## src/rtl/cache_mem_pkg.sv

```systemverilog
// Shared constants and FSM state encoding for the cache <-> physical memory line adaptor.
package cache_mem_pkg;

  localparam int LINE_W      = 256;
  localparam int BEAT_W      = 64;
  localparam int BEATS       = LINE_W / BEAT_W;
  localparam int OFFSET_BITS = 5;
  localparam int CNT_W       = $clog2(BEATS);

  typedef enum logic [1:0] {
    IDLE  = 2'd0,
    READ  = 2'd1,
    WRITE = 2'd2,
    DONE  = 2'd3
  } mem_state_e;

endpackage

```

## src/rtl/cacheline_adaptor.sv

```systemverilog
// Moves 256-bit cache lines to/from physical memory as four 64-bit bursts,
// one transaction at a time.
module cacheline_adaptor
  import cache_mem_pkg::*;
#(
  parameter int ADDR_W = 32
) (
  input  logic              clk,
  input  logic              reset_n,
  input  logic [ADDR_W-1:0] address_i,
  input  logic              read_i,
  input  logic              write_i,
  input  logic [LINE_W-1:0] line_i,
  output logic [LINE_W-1:0] line_o,
  output logic              resp_o,
  output logic [ADDR_W-1:0] address_o,
  output logic              read_o,
  output logic              write_o,
  output logic [BEAT_W-1:0] burst_o,
  input  logic [BEAT_W-1:0] burst_i,
  input  logic              resp_i
);

  localparam logic [ADDR_W-1:0] LINE_MASK = ~((ADDR_W'(1) << OFFSET_BITS) - ADDR_W'(1));
  localparam logic [CNT_W-1:0]  LAST_BEAT = CNT_W'(BEATS - 1);

  mem_state_e        state;
  logic [CNT_W-1:0]  cnt;
  logic [LINE_W-1:0] asm_line;
  logic [LINE_W-1:0] wr_line;

  wire last_beat = resp_i && (cnt == LAST_BEAT);

  // Control outputs decode directly off the state register, so an async
  // reset drops them immediately.
  assign read_o  = (state == READ);
  assign write_o = (state == WRITE);
  assign resp_o  = (state == DONE);
  assign burst_o = wr_line[int'(cnt)*BEAT_W +: BEAT_W];

  always_ff @(posedge clk or negedge reset_n) begin
    if (!reset_n) begin
      state     <= IDLE;
      cnt       <= '0;
      asm_line  <= '0;
      wr_line   <= '0;
      line_o    <= '0;
      address_o <= '0;
    end else begin
      case (state)
        IDLE: begin
          if (write_i) begin
            wr_line   <= line_i;
            address_o <= address_i & LINE_MASK;
            cnt       <= '0;
            state     <= WRITE;
          end else if (read_i) begin
            address_o <= address_i & LINE_MASK;
            cnt       <= '0;
            state     <= READ;
          end
        end
        READ: begin
          if (resp_i) begin
            asm_line[int'(cnt)*BEAT_W +: BEAT_W] <= burst_i;
            cnt <= cnt + CNT_W'(1);
          end
          // line_o only changes when a fill completes; the top slice comes
          // straight from the bus on the final beat.
          if (last_beat) begin
            line_o <= {burst_i, asm_line[LINE_W-BEAT_W-1:0]};
            state  <= DONE;
          end
        end
        WRITE: begin
          if (resp_i) cnt <= cnt + CNT_W'(1);
          if (last_beat) state <= DONE;
        end
        DONE: state <= IDLE;
        default: state <= IDLE;
      endcase
    end
  end

endmodule

```

## config.mk

```make
export PLATFORM = sky130hd
export DESIGN_NAME = cacheline_adaptor
export DESIGN_NICKNAME = d
export VERILOG_FILES = /design/src/rtl/cache_mem_pkg.sv /design/src/rtl/cacheline_adaptor.sv
export SDC_FILE = /design/constraint.sdc
export NUM_CORES = 1
export LEC_CHECK = 0
export CORE_AREA = 10 10 271 273
export CTS_BUF_LIST = sky130_fd_sc_hd__clkbuf_8
export CTS_CLUSTER_DIAMETER = 30
export DETAILED_ROUTE_END_ITERATION = 6
export DIE_AREA = 0 0 281 283
export GPL_ROUTABILITY_DRIVEN = 0
export PLACE_DENSITY = 0.84
export REMOVE_ABC_BUFFERS = 1
export SLEW_MARGIN = 15
export SYNTH_ARGS = -nofsm -noshare
export SYNTH_HDL_FRONTEND = slang
export SYNTH_SLANG_ARGS = --single-unit
```

## constraint.sdc

```tcl
create_clock -name clk -period 2.1 [get_ports clk]
set_input_delay 0.63 -clock clk [delete_from_list [all_inputs] [get_ports clk]]
set_output_delay 0.63 -clock clk [all_outputs]
set_load 0.005 [all_outputs]
```

==> out/metrics.yaml, run 1 <==
outcome: "complete, but fails checks"
violations: "setup timing"
crit_type: "flip-flop to primary output"
wl_um: 121200
cap_violations: 0
ios: 712
nFillCells: 3915
grt_pass1_wl_um: 157900
cts_num_sinks: 735
startpoint_type: "flip-flop"
syn_area_per_cell_sq_um: 14.80
hold_violations: 0
cts_buffers: 147
ys_types: 29
relSlewSlack: 0.6234
syn-instance-count: 1966
finalInstanceArea_sq_mm: 0.04628
arrival_ps: 2300
std_cell_rows: 96
synth_ff_type: "dfrtp_1"
cp_max_fo: 7
p_leak_nw: 22.19
die_x_um: 281
root_buffer: "clkbuf_8"
first_global_vias: 24623
antenna_found_initial: 16
vias_per_cell: 5.726
portBuffers: 701
grt_usage: 0.2607
synth-compound-area-share: 0.04283
synth_top_family_by_area: "multiplexers"
fin_crit_sh: 1.394
fin_crit_ps: 2928
instances_no_fill: 4004
pre_cts_ws_ps: -424.2
dp_hpwl_um: 67880
rr_startpoint: "cnt[0]"
cp-end-kind: "primary output"
crit_start: "cnt[0]"
worst_slack_ps: -828.0
syn-cell-area_sq_mm: 0.02909
yosysTopAreaCell: "dfrtp_1"
yosys_register_bits: 735
r2r_slack_ps: -700
drtPass1Iterations: 5
die-area_sq_mm: 0.07952
route.detailed.drc: 0
reg2regPathDepth: 16
grt_overflow_total: 0
synthArstFlopShare: 1.000
placed_cells: 3584
yosysSeqAreaShare: 0.6322
die_h_um: 283
drt_iter0_drc: 2007
post_dp_cell_area_sq_mm: 0.03845
max_slew.worst_pin.slew_ps: 564.9
coreArea_sq_mm: 0.06811
timing.final.max_slew_violations: 0
nets: 3358
cp_data_required_time_ps: 1470
synth-edff-count: 0
synth_xor_area_frac: 0
drive_above_1_share: 0.4693
synthAdderAreaFrac: 0.004301
clock_path_buffers: 3
clk_pin_slew_worst_paths_ps: 80
yosys_warnings: 0
htree_levels: 4
timing.rr.end: "asm_line[59]"
synthTopCellsByArea: "dfrtp_1, mux2_2, mux4_2, nand2_1, o21ai_0"
avgRoutedWirePerCell_um: 30.28
grt_max_degree: 99
fmax_ghz: 0.3415
cts_tree: "yes"
hold_class: "input pin to asynchronous set/reset pin"
yosys.area_share.simple: 0.03759
start_util: 0.4272
areaGrowthSynthToFinish_pct: 59.08
crit_end: "burst_o[53]"
vias: 22926
total_power_mw: 58.67
synth_top_area_share: 0.6322
muxShareOfSynthArea: 0.2589
ant_nets: 0
fin_worst_skew_ps: 48.23
insertion_delay_ps: 800
rsz0062_at_grt: "true"
ir_worst_vdd_mv: 0.9226
setup_viol: 532
power_density_mw_per_mm2: 1268
worst min path at each step:
stage          cells after the start            end  slack [ps]
3_3_place_gp                       2   asm_line[91]         460
2_1_floorplan                      0  address_o[10]         330
6_report                           2   asm_line[67]         310
3_5_place_dp                       2  asm_line[143]         470
4_1_cts                            2   asm_line[67]         260
5_1_grt                            2   asm_line[67]         270
synthesized netlist by cell type, types with 3 or more instances:
cell type,number
a22o_1,64
mux2_2,541
o21ai_1,18
inv_1,5
buf_6,6
buf_1,3
mux4_2,64
nand2_1,262
o21ai_0,113
ha_1,10
nand3_1,6
clkbuf_1,35
buf_4,10
buf_2,79
dfrtp_1,735
power by group:
part	internal [mW]	switching [mW]	total (mW)
clock network	10.6	7.18	17.8
logic	11.9	7.93	19.8
registers	18.3	2.77	21.1
critical path: stages, from the launching register on:
cell	delay, ps
dfrtp_4	500
buf_12	160
buf_8	140
buf_6	110
mux4_2	480
buf_6	150
sequential cells by signal, summed over array words and instances (netlist names):
register   flops
address_o     27
asm_line     192
cnt            2
line_o       256
state          2
wr_line      256
cell families (layout without fill, tap and decap cells):
group,count (synthesis),after routing
buffers and inverters,138,1279
other,1,16
flip-flops,735,735
AO/OA/AOI/OAI,199,199
adder cells (fa/ha/maj),10,10
multiplexers,605,605
AND/OR/NAND/NOR,278,278
through the flow:
stage	hold slack, ps	util	TNS, ps
floorplan	334.4	-	-4741770
global placement	456.5	0.5646	-86590
detailed placement	466.3	0.5646	-109240
CTS	256.7	0.6474	-171330
global route	272.3	0.6796	-315110
finish	313.7	0.6796	-276600
timing repair:
| item | in CTS | in global routing |
|---|---|---|
| setup buffers | 91 | 32 |
| endpoints found under the hold margin | 15 | 0 |
| cloned | 28 | 22 |
| resized for setup | 1168 | 562 |
| hold buffers | 1 | 0 |
| setup endpoints to repair | 794 | 824 |
| pin swaps | 28 | 95 |
layout make-up:
class	count	area, sq um	share of cell area
repair buffers	1005	11180	0.2415
clock buffers	175	2409	0.05204
flip-flops and latches	735	18400	0.3975
well taps	882	1104	0.02384
diodes	11	27.53	0.0005947
multi-input cells	1097	11990	0.2591
clock inverters	94	1149	0.02482
inverters	5	30.03	0.0006488
metal layers:
metal / GRT usage / wire length, um / up-vias
met5: 0 / 37 / -
met4: 0.1151 / 6471 / 6
met3: 0.09979 / 12940 / 440
met2: 0.4448 / 60460 / 1634
met1: 0.2842 / 41340 / 11786
li1: - / - / 9060
cells in the final DEF (no fill, tap or decap), drive strengths merged, types with 2 or more instances in the layout:
master	instances
dlygate4sd2	33
clkdlybuf4s50	350
ha	10
mux4	64
clkdlybuf4s15	232
clkinv	25
diode	11
clkbuf	192
nor2	2
buf	370
nand2	263
clkinvlp	12
bufinv	23
dlymetal6s2s	2
nand3	6
o21ai	132
inv	39
conb	5
mux2	541
dfrtp	735
a22o	64
No activity file was read; power rests on OpenSTA's default activity.
==> run 2, diff against run 1 <==
--- a/config.mk
+++ b/config.mk
@@ -5,14 +5,13 @@
 export SDC_FILE = /design/constraint.sdc
 export NUM_CORES = 1
 export LEC_CHECK = 0
-export CORE_AREA = 10 10 271 273
+export CORE_AREA = 2 2 280 282
 export CTS_BUF_LIST = sky130_fd_sc_hd__clkbuf_8
 export CTS_CLUSTER_DIAMETER = 30
 export DETAILED_ROUTE_END_ITERATION = 6
-export DIE_AREA = 0 0 281 283
+export DIE_AREA = 0 0 282 284
 export GPL_ROUTABILITY_DRIVEN = 0
-export PLACE_DENSITY = 0.84
-export REMOVE_ABC_BUFFERS = 1
+export PLACE_DENSITY = 0.74
 export SLEW_MARGIN = 15
 export SYNTH_ARGS = -nofsm -noshare
 export SYNTH_HDL_FRONTEND = slang
==> constraint.sdc (replaced) <==
create_clock -name clk -period 3 [get_ports clk]
set_input_delay 0.9 -clock clk [delete_from_list [all_inputs] [get_ports clk]]
set_output_delay 0.9 -clock clk [all_outputs]
set_load 0.005 [all_outputs]
==> out/metrics.yaml, run 2 (synthesis results as in run 1) <==
antenna_found_initial: 17
hold_violations: 0
cts_num_sinks: 735
clock_path_buffers: 3
p_sw_mw: 10.43
min-delay-start: "asm_line[125]"
grt_pass1_wl_um: 127600
layout.cells.most_common: "dfrtp_1"
vias_per_cell: 4.926
root_buffer: "clkbuf_8"
total_power_mw: 36.35
power_density_mw_per_mm2: 880.6
pwr-share-seq: 0.395
crit_path_frequent_cell: "buf_12"
fin_crit_sh: 1.060
biggestRegsByFlops: "line_o x256, wr_line x256, asm_line x192"
combinationalPowerShare: 0.311
outcome: "complete, but fails checks"
start_util: 0.3781
worst_slack_ps: -179.2
insertion_delay_ps: 780
fin_worst_skew_ps: 37.31
die_h_um: 284
std_cell_rows: 102
relSlewSlack: 0.6465
cap_violations: 0
dp_hpwl_um: 59470
fin_crit_ps: 3179
cp-end-kind: "primary output"
ios: 712
startpoint_type: "flip-flop"
rr_startpoint: "cnt[0]"
wl_um: 83140
final_cell_mix: "dfrtp_1, clkdlybuf4s50_1, mux2_2, nand2_1, clkbuf_8"
portBuffers: 701
drt_iter0_drc: 755
cpMaxStageDelayCell: "dfrtp_4"
drtPass1Iterations: 4
ant_nets: 0
ir_worst_vdd_mv: 0.6079
nets: 3166
cp_data_required_time_ps: 2100
grt_usage: 0.2089
clk_pin_slew_worst_paths_ps: 60
timing.critical_path.cells: "buf_12, buf_12, buf_4, mux4_2, buf_2"
p_int_mw: 25.92
setup_tns_ps: -6746
die_x_um: 282
grt_overflow_total: 0
clkPwrFrac: 0.294
die-area_sq_mm: 0.08009
fmax_ghz: 0.3145
crit_start: "cnt[0]"
avgRoutedWirePerCell_um: 21.01
vias: 19496
cts_tree: "yes"
drive_above_1_share: 0.3525
setup_viol: 64
route.detailed.drc: 0
switching_share: 0.2869
cp_max_fo: 8
cpPeakStageDelay_ps: 490
areaGrowthSynthToFinish_pct: 41.87
hold_class: "flip-flop to flip-flop"
grt_max_degree: 97
timing.final.max_slew_violations: 0
first_global_vias: 21646
p_leak_nw: 18.45
cts_buffers: 146
arrival_ps: 2280
rsz0062_at_grt: "true"
crit_type: "flip-flop to primary output"
max_slew.worst_pin.slew_ps: 530.3
coreArea_sq_mm: 0.07696
violations: "setup timing"
htree_levels: 4
-- run 2: cell types whose count changed in the layout (fill, tap and decap cells not counted), moves of 54 or more --
| cell | delta |
|---|---|
| o21ai_0 | +110 |
| buf_6 | -54 |
| mux2_4 | -257 |
| clkdlybuf4s15_1 | -204 |
| clkdlybuf4s50_1 | +285 |
| nand2_1 | +92 |
| o21ai_2 | -80 |
| mux2_2 | +257 |
| nand2_4 | -61 |
-- run 2: cell type report --
type	count	area [sq um]
Fill cell	6203	35680
Sequential cell	735	18400
Multi-Input combinational cell	1097	10100
Timing Repair Buffer	814	8289
Clock buffer	172	2367
Tap cell	1040	1301
Clock inverter	85	780.7
Antenna cell	10	25.02
Inverter	5	18.77
-- run 2: worst max-delay path, delay by kind of cell (launching register included) --
kind                   cells  cell delay (ps)
buffers and inverters      4              600
DFF                        1              490
muxes                      1              420
-- run 2: timing repair --
item	in CTS	in global routing
pin swaps	0	0
endpoints found under the setup margin	66	64
gates resized for setup	299	18
endpoints found under the hold margin	26	0
setup buffers	14	7
cloned	2	0
hold buffers	1	0
-- run 2: path summary, 6_finish.rpt --
kind / cells after the start / end / slack (ps)
max: 5 / burst_o[39] / -180
min in group asynchronous: 2 / asm_line[72] / 650
min: 2 / asm_line[125] / 480
min reg2reg: 2 / asm_line[125] / 480
max in group asynchronous: 4 / wr_line[58] / 1450
max reg2reg: 10 / asm_line[175] / 340
-- run 2: stage by stage --
| step | instance area (sq um) | utilization | hold WS [ps] | setup slack [ps] | std cells |
|---|---|---|---|---|---|
| floorplan | 29110 | - | 446.0 | 627.7 | 1970 |
| global placement | 37960 | 0.4933 | 458.4 | 43.07 | 3670 |
| detailed placement | 37960 | 0.4933 | 467.0 | 58.21 | 3670 |
| CTS | 41180 | 0.5351 | 466.6 | -296.2 | 3944 |
| global route | 41270 | 0.5363 | 490.4 | -283.1 | 3957 |
| finish | 41280 | 0.5364 | 477.7 | -179.2 | 3958 |
-- run 2: metal layers --
layer  up-vias  part of all wire  GRT usage  wire length [um]
li1       8687                 -          -                 -
met1      9918              0.36     0.2297             30090
met2       718              0.51     0.3604             42700
met3       167             0.094    0.08077              7822
met4         6             0.030    0.08258              2485
met5         -           0.00047          0                39
-- run 2: power groups by stage --
stage	clock, mW	combinational [mW]	sequential (mW)
CTS	11.0	11.3	14.3
finish	10.7	11.3	14.4
detailed placement	0	11.2	14.6
global route	11.5	12.2	14.7
floorplan	0	5.84	14.0
global placement	0	10.9	14.3
==> run 3, diff against run 2 <==
--- a/config.mk
+++ b/config.mk
@@ -12,6 +12,7 @@
 export DIE_AREA = 0 0 282 284
 export GPL_ROUTABILITY_DRIVEN = 0
 export PLACE_DENSITY = 0.74
+export REMOVE_ABC_BUFFERS = 1
 export SLEW_MARGIN = 15
 export SYNTH_ARGS = -nofsm -noshare
 export SYNTH_HDL_FRONTEND = slang
==> out/metrics.yaml, run 3 (synthesis results as in run 1) <==
outcome: "complete, but fails checks"
violations: "setup timing"
grt-busiest-layer: "met2"
cts_buffers: 154
coreArea_sq_mm: 0.07696
areaGrowthSynthToFinish_pct: 43.59
grt_usage: 0.2126
fin_crit_ps: 3211
ios: 712
route.detailed.drc: 0
ctsHoldBuffers: 0
relSlewSlack: 0.6122
switching_share: 0.2833
clk_pin_slew_worst_paths_ps: 60
final_cell_mix: "dfrtp_1, clkdlybuf4s50_1, mux2_2, nand2_1, clkbuf_8"
p_sw_mw: 10.71
fin_crit_sh: 1.070
p_int_mw: 27.10
regArea_sq_mm: 0.01840
vias: 19485
cp-end-kind: "primary output"
clock_path_buffers: 3
p_leak_nw: 18.71
power_density_mw_per_mm2: 905.0
startpoint_type: "flip-flop"
grt_pass1_wl_um: 129600
std_cell_rows: 102
fmax_ghz: 0.3114
total_power_mw: 37.81
dp_hpwl_um: 58000
cp_max_fo: 5
die_x_um: 282
first_global_vias: 21781
cp_data_required_time_ps: 2100
htree_levels: 4
nets: 3172
rsz0062_at_grt: "true"
met3_usage: 0.09073
root_buffer: "clkbuf_8"
portBuffers: 701
drtPass1Iterations: 6
crit_type: "flip-flop to primary output"
pwr-share-seq: 0.380
setup_viol: 64
die-area_sq_mm: 0.08009
arrival_ps: 2310
finalInstanceArea_sq_mm: 0.04178
cts_tree: "yes"
avgRoutedWirePerCell_um: 21.43
grt_max_degree: 99
post_dp_cell_area_sq_mm: 0.03785
die_h_um: 284
biggestRegsByFlops: "line_o x256, wr_line x256, asm_line x192"
hold_violations: 0
ir_worst_vdd_mv: 0.6153
ant_nets: 0
drt_iter0_drc: 794
insertion_delay_ps: 800
worst_slack_ps: -211.3
grt_overflow_total: 0
max_slew.worst_pin.slew_ps: 581.7
hold_class: "input pin to asynchronous set/reset pin"
fin_worst_skew_ps: 70.84
cts_num_sinks: 735
multi_input_area_sq_mm: 0.01010
grt_util_met2: 0.3563
vias_per_cell: 4.896
drive_above_1_share: 0.3570
antenna_found_initial: 15
nFillCells: 6283
clkPwrFrac: 0.313
setup_tns_ps: -5717
use_met1: 0.2351
cap_violations: 0
wl_um: 85290
layout.cells.most_common: "dfrtp_1"
combinationalPowerShare: 0.307
start_util: 0.3781
timing.final.max_slew_violations: 0
run 3: power groups by stage:
stage	Combinational (mW)	Sequential (mW)	Clock, mW
finish	11.6	14.4	11.8
CTS	11.5	14.3	12.1
global placement	10.9	14.3	0
global route	12.4	14.7	12.6
floorplan	5.78	14.2	0
detailed placement	11.2	14.5	0
run 3: what timing repair did:
action	4_1_cts	5_1_grt
resized for setup	310	22
gates cloned	4	0
endpoints found under the setup margin	66	64
buffers inserted	29	5
run 3: path summary, 6_finish.rpt:
kind                                from            to  slack (ps)  cells past startpoint
hold / removal                   reset_n    line_o[80]          60                      1
setup reg to reg                  cnt[0]  asm_line[14]         280                     10
hold reg to reg            asm_line[135]   line_o[135]         440                      1
setup / recovery                  cnt[0]   burst_o[10]        -210                      5
max in group asynchronous        reset_n  asm_line[63]        1900                      2
min in group clk           asm_line[135]   line_o[135]         440                      1
run 3: layout make-up:
type,count,area share
Tap cell,1040,0.03115
Sequential cell,735,0.4404
Clock buffer,180,0.05930
Multi-Input combinational cell,1097,0.2417
Antenna cell,10,0.0005990
Inverter,5,0.0004493
Clock inverter,101,0.02519
Timing Repair Buffer,812,0.2012
run 3: metrics by stage:
step	util	cells	hold WS (ps)	setup WS, ps
after global routing	0.5428	3978	32.79	-316.2
after CTS	0.5417	3970	6.513	-301.4
after detailed placement	0.4919	3657	466.2	42.29
after global placement	0.4919	3657	456.6	62.07
after floorplan	-	1837	446.0	-8121
final	0.5428	3980	60.45	-211.3
run 3: metal layers:
| metal | wire, um | part of all wire |
|---|---|---|
| met1 | 31930 | 0.37 |
| met2 | 42260 | 0.50 |
| met3 | 8437 | 0.099 |
| met4 | 2586 | 0.030 |
| met5 | 77 | 0.00090 |
run 3: critical path, cell delays in order (launching register included):
cell	delay, ps
dfrtp_4	530
buf_12	170
buf_16	140
buf_4	130
mux4_2	420
buf_2	150
==> edit 1 (config.mk and constraints of run 3) <==
Make the reset (`reset_n`) synchronous in one clocked block. Comments in the files are not updated.
--- a/src/rtl/cacheline_adaptor.sv
+++ b/src/rtl/cacheline_adaptor.sv
@@ -40,3 +40,3 @@
 
-  always_ff @(posedge clk or negedge reset_n) begin
+  always_ff @(posedge clk) begin
     if (!reset_n) begin
Check against the original RTL: not settled (the Yosys comparison gave no result); the edit may change what the design does.
==> edit 1 against run 3 <==
  * The flow still finishes with violations (setup timing)
  * First-iteration DRC count increased by 120%
  * Sequential share of layout area decreased by 6.3 points
  * Sequential cell count unchanged
  * Synthesized area decreased by 7.1%
  * Core utilization down 3.5 points
  * Non-clock buffer count increased by 17
  * Routed wire length rose by 9.7%
  * Via count rose by 31%
  * Fmax rose by 1.9%
  * Setup slack improved by 60 ps
  * Final area shrank 6.5%
  * Total power decreased by 24%
  * Cell count up 27%
  * Critical endpoint unchanged
  * Largest cell class unchanged
==> edit 1: results (changes against run 3) <==
| Result | Value | Unit | Delta |
| --- | --- | --- | --- |
| Outcome | finished with violations | - | unchanged |
| Violated checks | setup timing | - | unchanged |
| Highest cell delay on the worst timing path | 500 | ps | was 530 ps |
| Setup slack after placement | 230 | ps | was 42.3 ps |
| Hold Crit Class | flop to flop | - | was input port to async pin |
| First-pass iteration count of the detailed router | 5 | - | was 6 |
| First-pass GRT wire length | 140000 | um | was 130000 um |
| Crit-path slowest cell | sky130_fd_sc_hd__mux4_2 | - | was sky130_fd_sc_hd__dfrtp_4 |
| Area fraction in compound gates after synthesis | 15.4 | % | was 4.28% |
| Post-synthesis mux area share | 5.42 | % | was 25.9% |
| Via Count | 25500 | - | was 19500 |
| Proportion of register bits with asynchronous set or reset after synthesis | 0 | % | was 100% |
| Cell Int Power | 20.3 | mW | was 27.1 mW |
| CP arrival | 2250 | ps | was 2310 ps |
| Largest net degree at the start of global routing | 109 | - | was 99 |
| Non-filler cells, final | 5074 | - | was 3980 |
| Number of antenna violations at the first check in global routing | 17 | - | was 15 |
| Total number of H-tree levels | 4 | - | unchanged |
| Total Neg Setup Slack | -3940 | ps | was -5720 ps |
| Library cells used by synthesis | 38 | - | was 29 |
| Share of post-route cells with drive strength above 1 | 13.1 | % | was 35.7% |
| Synth area leaders | sky130_fd_sc_hd__dfxtp_1 54%, sky130_fd_sc_hd__nand2_1 18%, sky130_fd_sc_hd__a21oi_1 10%, sky130_fd_sc_hd__mux4_2 4.8%, sky130_fd_sc_hd__o22ai_1 3.0% | - | was sky130_fd_sc_hd__dfrtp_1 63%, sky130_fd_sc_hd__mux2_2 21%, sky130_fd_sc_hd__mux4_2 5.0%, sky130_fd_sc_hd__nand2_1 3.4%, sky130_fd_sc_hd__o21ai_0 1.9% |
| Top cells by count, synth | 1273 x sky130_fd_sc_hd__nand2_1, 735 x sky130_fd_sc_hd__dfxtp_1, 541 x sky130_fd_sc_hd__a21oi_1 | - | was 735 x sky130_fd_sc_hd__dfrtp_1, 541 x sky130_fd_sc_hd__mux2_2, 262 x sky130_fd_sc_hd__nand2_1 |
| Flip-flop cell with the highest count after synthesis | sky130_fd_sc_hd__dfxtp_1 | - | was sky130_fd_sc_hd__dfrtp_1 |
| Worst IR Drop VDD | 0.577 | mV | was 0.615 mV |
| IO buf count | 701 | - | unchanged |
| Sequential share of the synthesized area | 54.5 | % | was 63.2% |
| Max-slew headroom at the worst pin | 62.0 | % | was 61.2% |
| Detailed Place HPWL | 61100 | um | was 58000 um |
| Leakage power of the design | 14.1 | nW | was 18.7 nW |
| Global-route usage over all layers | 22.3 | % | was 21.3% |
| # placed instances | 4747 | - | was 3657 |
| Fraction of the mapped netlist area in adder cells | 0.463 | % | was 0.430% |
| Count of endpoints failing setup in the final report | 51 | - | was 64 |
| Least setup slack across all paths after layout | -152 | ps | was -211 ps |
| First DRT Iteration DRCs | 1751 | - | was 794 |
| Largest fanout on the critical path | 6 | - | was 5 |
| Worst Skew | 65.5 | ps | was 70.8 ps |
| Number of nets at the end of the flow | 4270 | - | was 3172 |
[edit 1: final timing paths]
path,startpoint,endpoint,slack (ps),cells past startpoint
setup reg to reg,cnt[0],asm_line[83],230,11
hold / removal,asm_line[76],line_o[76],430,2
hold reg to reg,asm_line[76],line_o[76],430,2
setup / recovery,cnt[0],burst_o[10],-150,6
[edit 1: power by group through the flow]
stage / Sequential [mW] / Combinational [mW] / Clock [mW]
6_report: 11.0 / 5.87 / 11.9
5_1_grt: 11.1 / 6.32 / 12.6
4_1_cts: 11.0 / 5.84 / 12.1
3_5_place_dp: 11.2 / 5.40 / 0
3_3_place_gp: 11.2 / 5.33 / 0
2_1_floorplan: 11.2 / 2.74 / 0
[edit 1: what timing repair did]
action | 4_1_cts | 5_1_grt
gates cloned | 4 | 0
setup endpoints to repair | 65 | 65
gates resized for setup | 316 | 32
setup buffers | 39 | 11
hold endpoints to repair | 0 | 0
hold buffers | 0 | 0
[edit 1: kinds of logic after synthesis]
family / Yosys count
AOI/OAI and AO/OA: 744
adders and majority gates: 10
buffers and inverters: 280
DFF: 735
muxes: 64
other: 1
and+or+nand+nor: 1355
[edit 1: worst reg2reg max path: stages (launching register included)]
cell	delay (ps)
sky130_fd_sc_hd__dfxtp_4	370
sky130_fd_sc_hd__buf_4	110
sky130_fd_sc_hd__buf_6	110
sky130_fd_sc_hd__buf_8	120
sky130_fd_sc_hd__buf_12	100
sky130_fd_sc_hd__buf_4	160
sky130_fd_sc_hd__inv_1	130
sky130_fd_sc_hd__ha_1	340
sky130_fd_sc_hd__nor3b_2	360
sky130_fd_sc_hd__nand3_4	330
sky130_fd_sc_hd__buf_12	280
sky130_fd_sc_hd__o22ai_1	290
[edit 1: final cells by class]
type | count | area [sq um]
fill | 6984 | 37900
sequential | 735 | 14700
multi-input combinational | 2178 | 11000
timing repair buffer | 829 | 8490
clock buffer | 178 | 2450
tap | 1040 | 1300
clock inverter | 101 | 1080
inverter | 5 | 26.3
antenna | 8 | 20.0
[edit 1: per-layer routing]
layer / track usage, % / vias up / part of all wire (%)
li1: - / 12100 / -
met4: 10.6 / 16 / 3.6
met2: 36.1 / 1013 / 47
met3: 8.91 / 196 / 11
met1: 25.5 / 12100 / 39
met5: 0 / - / 0.10
[edit 1: metrics by stage]
step           utilization (%)  cell area, sq um
2_1_floorplan                -             25600
6_report                  50.8             39100
3_5_place_dp              45.6             35100
3_3_place_gp              45.6             35100
4_1_cts                   50.7             39000
5_1_grt                   50.8             39100
==> edit 2 (config.mk and constraints of run 3) <==
Made on the original files. The parameter `ADDR_W` goes from 32 to 64.
--- a/src/rtl/cacheline_adaptor.sv
+++ b/src/rtl/cacheline_adaptor.sv
@@ -5,3 +5,3 @@
 #(
-  parameter int ADDR_W = 32
+  parameter int ADDR_W = 64
 ) (
Ports: changed (resized address_i and address_o); port bits go from 712 to 776. The function was not compared with the original's and may differ.
==> edit 2 against run 3 <==
  * The flow still finishes with violations (setup timing)
  * Total power rose by 4.2%
  * Synthesized area rose by 4.1%
  * Setup slack worse by 4.3 ps
  * Register-to-register slack improved by 100 ps
  * First-iteration DRC count up 24%
  * Die area unchanged
  * Sequential share of layout area about the same
  * Hold slack gained 51 ps
  * Highest routed layer unchanged
  * Sequential cell count grew 32
  * Final area increased by 4.3%
  * Synthesized cell count is 3.5% higher
  * Via count grew 5.1%
  * Largest cell class unchanged
  * Largest power group unchanged
  * Routed wire length increased by 5.6%
  * Critical endpoint is now burst_o[8]
==> edit 2: results (changes against run 3) <==
| Result | Value | Unit | Delta |
| --- | --- | --- | --- |
| Cell Int Power | 28.2 | mW | was 27.1 mW |
| Leakage power of the design | 19.5 | nW | was 18.7 nW |
| Setup slack after placement | 103 | ps | was 42.3 ps |
| First-pass GRT wire length | 136000 | um | was 130000 um |
| Multi-input gate share of total cell area | 24.0 | % | was 24.2% |
| Library cells used by synthesis | 28 | - | was 29 |
| Share of post-route cells with drive strength above 1 | 35.5 | % | was 35.7% |
| Non-clock buffer area fraction after layout | 20.6 | % | was 20.1% |
| Count of instances resized after the clock tree is built | 288 | - | was 310 |
| Detailed Place HPWL | 63600 | um | was 58000 um |
| Synth area leaders | sky130_fd_sc_hd__dfrtp_1 63%, sky130_fd_sc_hd__mux2_2 21%, sky130_fd_sc_hd__mux4_2 4.8%, sky130_fd_sc_hd__nand2_1 3.2%, sky130_fd_sc_hd__o21ai_0 1.9% | - | was sky130_fd_sc_hd__dfrtp_1 63%, sky130_fd_sc_hd__mux2_2 21%, sky130_fd_sc_hd__mux4_2 5.0%, sky130_fd_sc_hd__nand2_1 3.4%, sky130_fd_sc_hd__o21ai_0 1.9% |
| Instance area after placement | 39900 | sq um | was 37900 sq um |
| Non-clock buffer total of the final layout | 881 | - | was 812 |
| Largest fanout on the critical path | 6 | - | was 5 |
| Filler cell count | 6116 | - | was 6283 |
| Least setup slack across all paths after layout | -216 | ps | was -211 ps |
| Number of buffers inserted by post-CTS setup repair | 18 | - | was 29 |
| Hold WS | 111 | ps | was 60.5 ps |
| Final cell utilization of the core | 56.6 | % | was 54.3% |
| Worst Skew | 49.8 | ps | was 70.8 ps |
| Total Neg Setup Slack | -5450 | ps | was -5720 ps |
| Count of endpoints failing setup in the final report | 63 | - | was 64 |
| Share of total power in sequential cells | 38.5 | % | was 38.0% |
| Wire length reported by the detailed router | 90100 | um | was 85300 um |
| Actual slew at the worst max-slew pin | 756 | ps | was 582 ps |
| Via Count | 20500 | - | was 19500 |
| ClkCell Share | 8.24 | % | was 8.45% |
| Number of buffers inserted during clock tree synthesis | 156 | - | was 154 |
| Fraction of power spent switching nets | 28.3 | % | about the same |
| Number of antenna violations at the first check in global routing | 23 | - | was 15 |
| Clk_buf instances | 188 | - | was 180 |
| First-pass iteration count of the detailed router | 4 | - | was 6 |
| Antenna Cells | 13 | - | was 10 |
| Violated checks | setup timing | - | unchanged |
| Outcome | finished with violations | - | unchanged |
| Worst reg2reg setup slack | 380 | ps | was 280 ps |
| Synthesized area per cell | 14.9 | sq um | was 14.8 sq um |
| Clock sinks | 767 | - | was 735 |
| Sequential share of the synthesized area | 63.4 | % | was 63.2% |
| Largest net degree at the start of global routing | 73 | - | was 99 |
==> edit 2: path summary, 6_finish.rpt <==
kind / endpoint / cells past startpoint
min in group clk: asm_line[152] / 2
setup reg to reg: asm_line[151] / 9
max in group asynchronous: line_o[196] / 2
hold reg to reg: asm_line[152] / 2
setup / recovery: burst_o[8] / 5
hold / removal: asm_line[71] / 1
==> edit 2: kinds of logic (layout without fill, tap and decap cells) <==
group | Yosys count | after routing | share of synthesized area (%)
flip-flops | 767 | 767 | 63.4
multiplexers | 637 | 637 | 26.1
AND/OR/NAND/NOR | 278 | 278 | 3.61
AO/OA/AOI/OAI | 199 | 199 | 4.10
buffers and inverters | 142 | 1169 | 2.38
adder cells (fa/ha/maj) | 10 | 10 | 0.413
other | 1 | 18 | 0.0124
==> edit 2: per-layer routing <==
layer,global-route usage [%],up-vias,part of all wire [%]
met2,38.0,752,51
met1,24.9,10500,37
met4,9.56,14,3.0
li1,-,9060,-
met5,0,-,0.089
met3,8.88,178,9.5
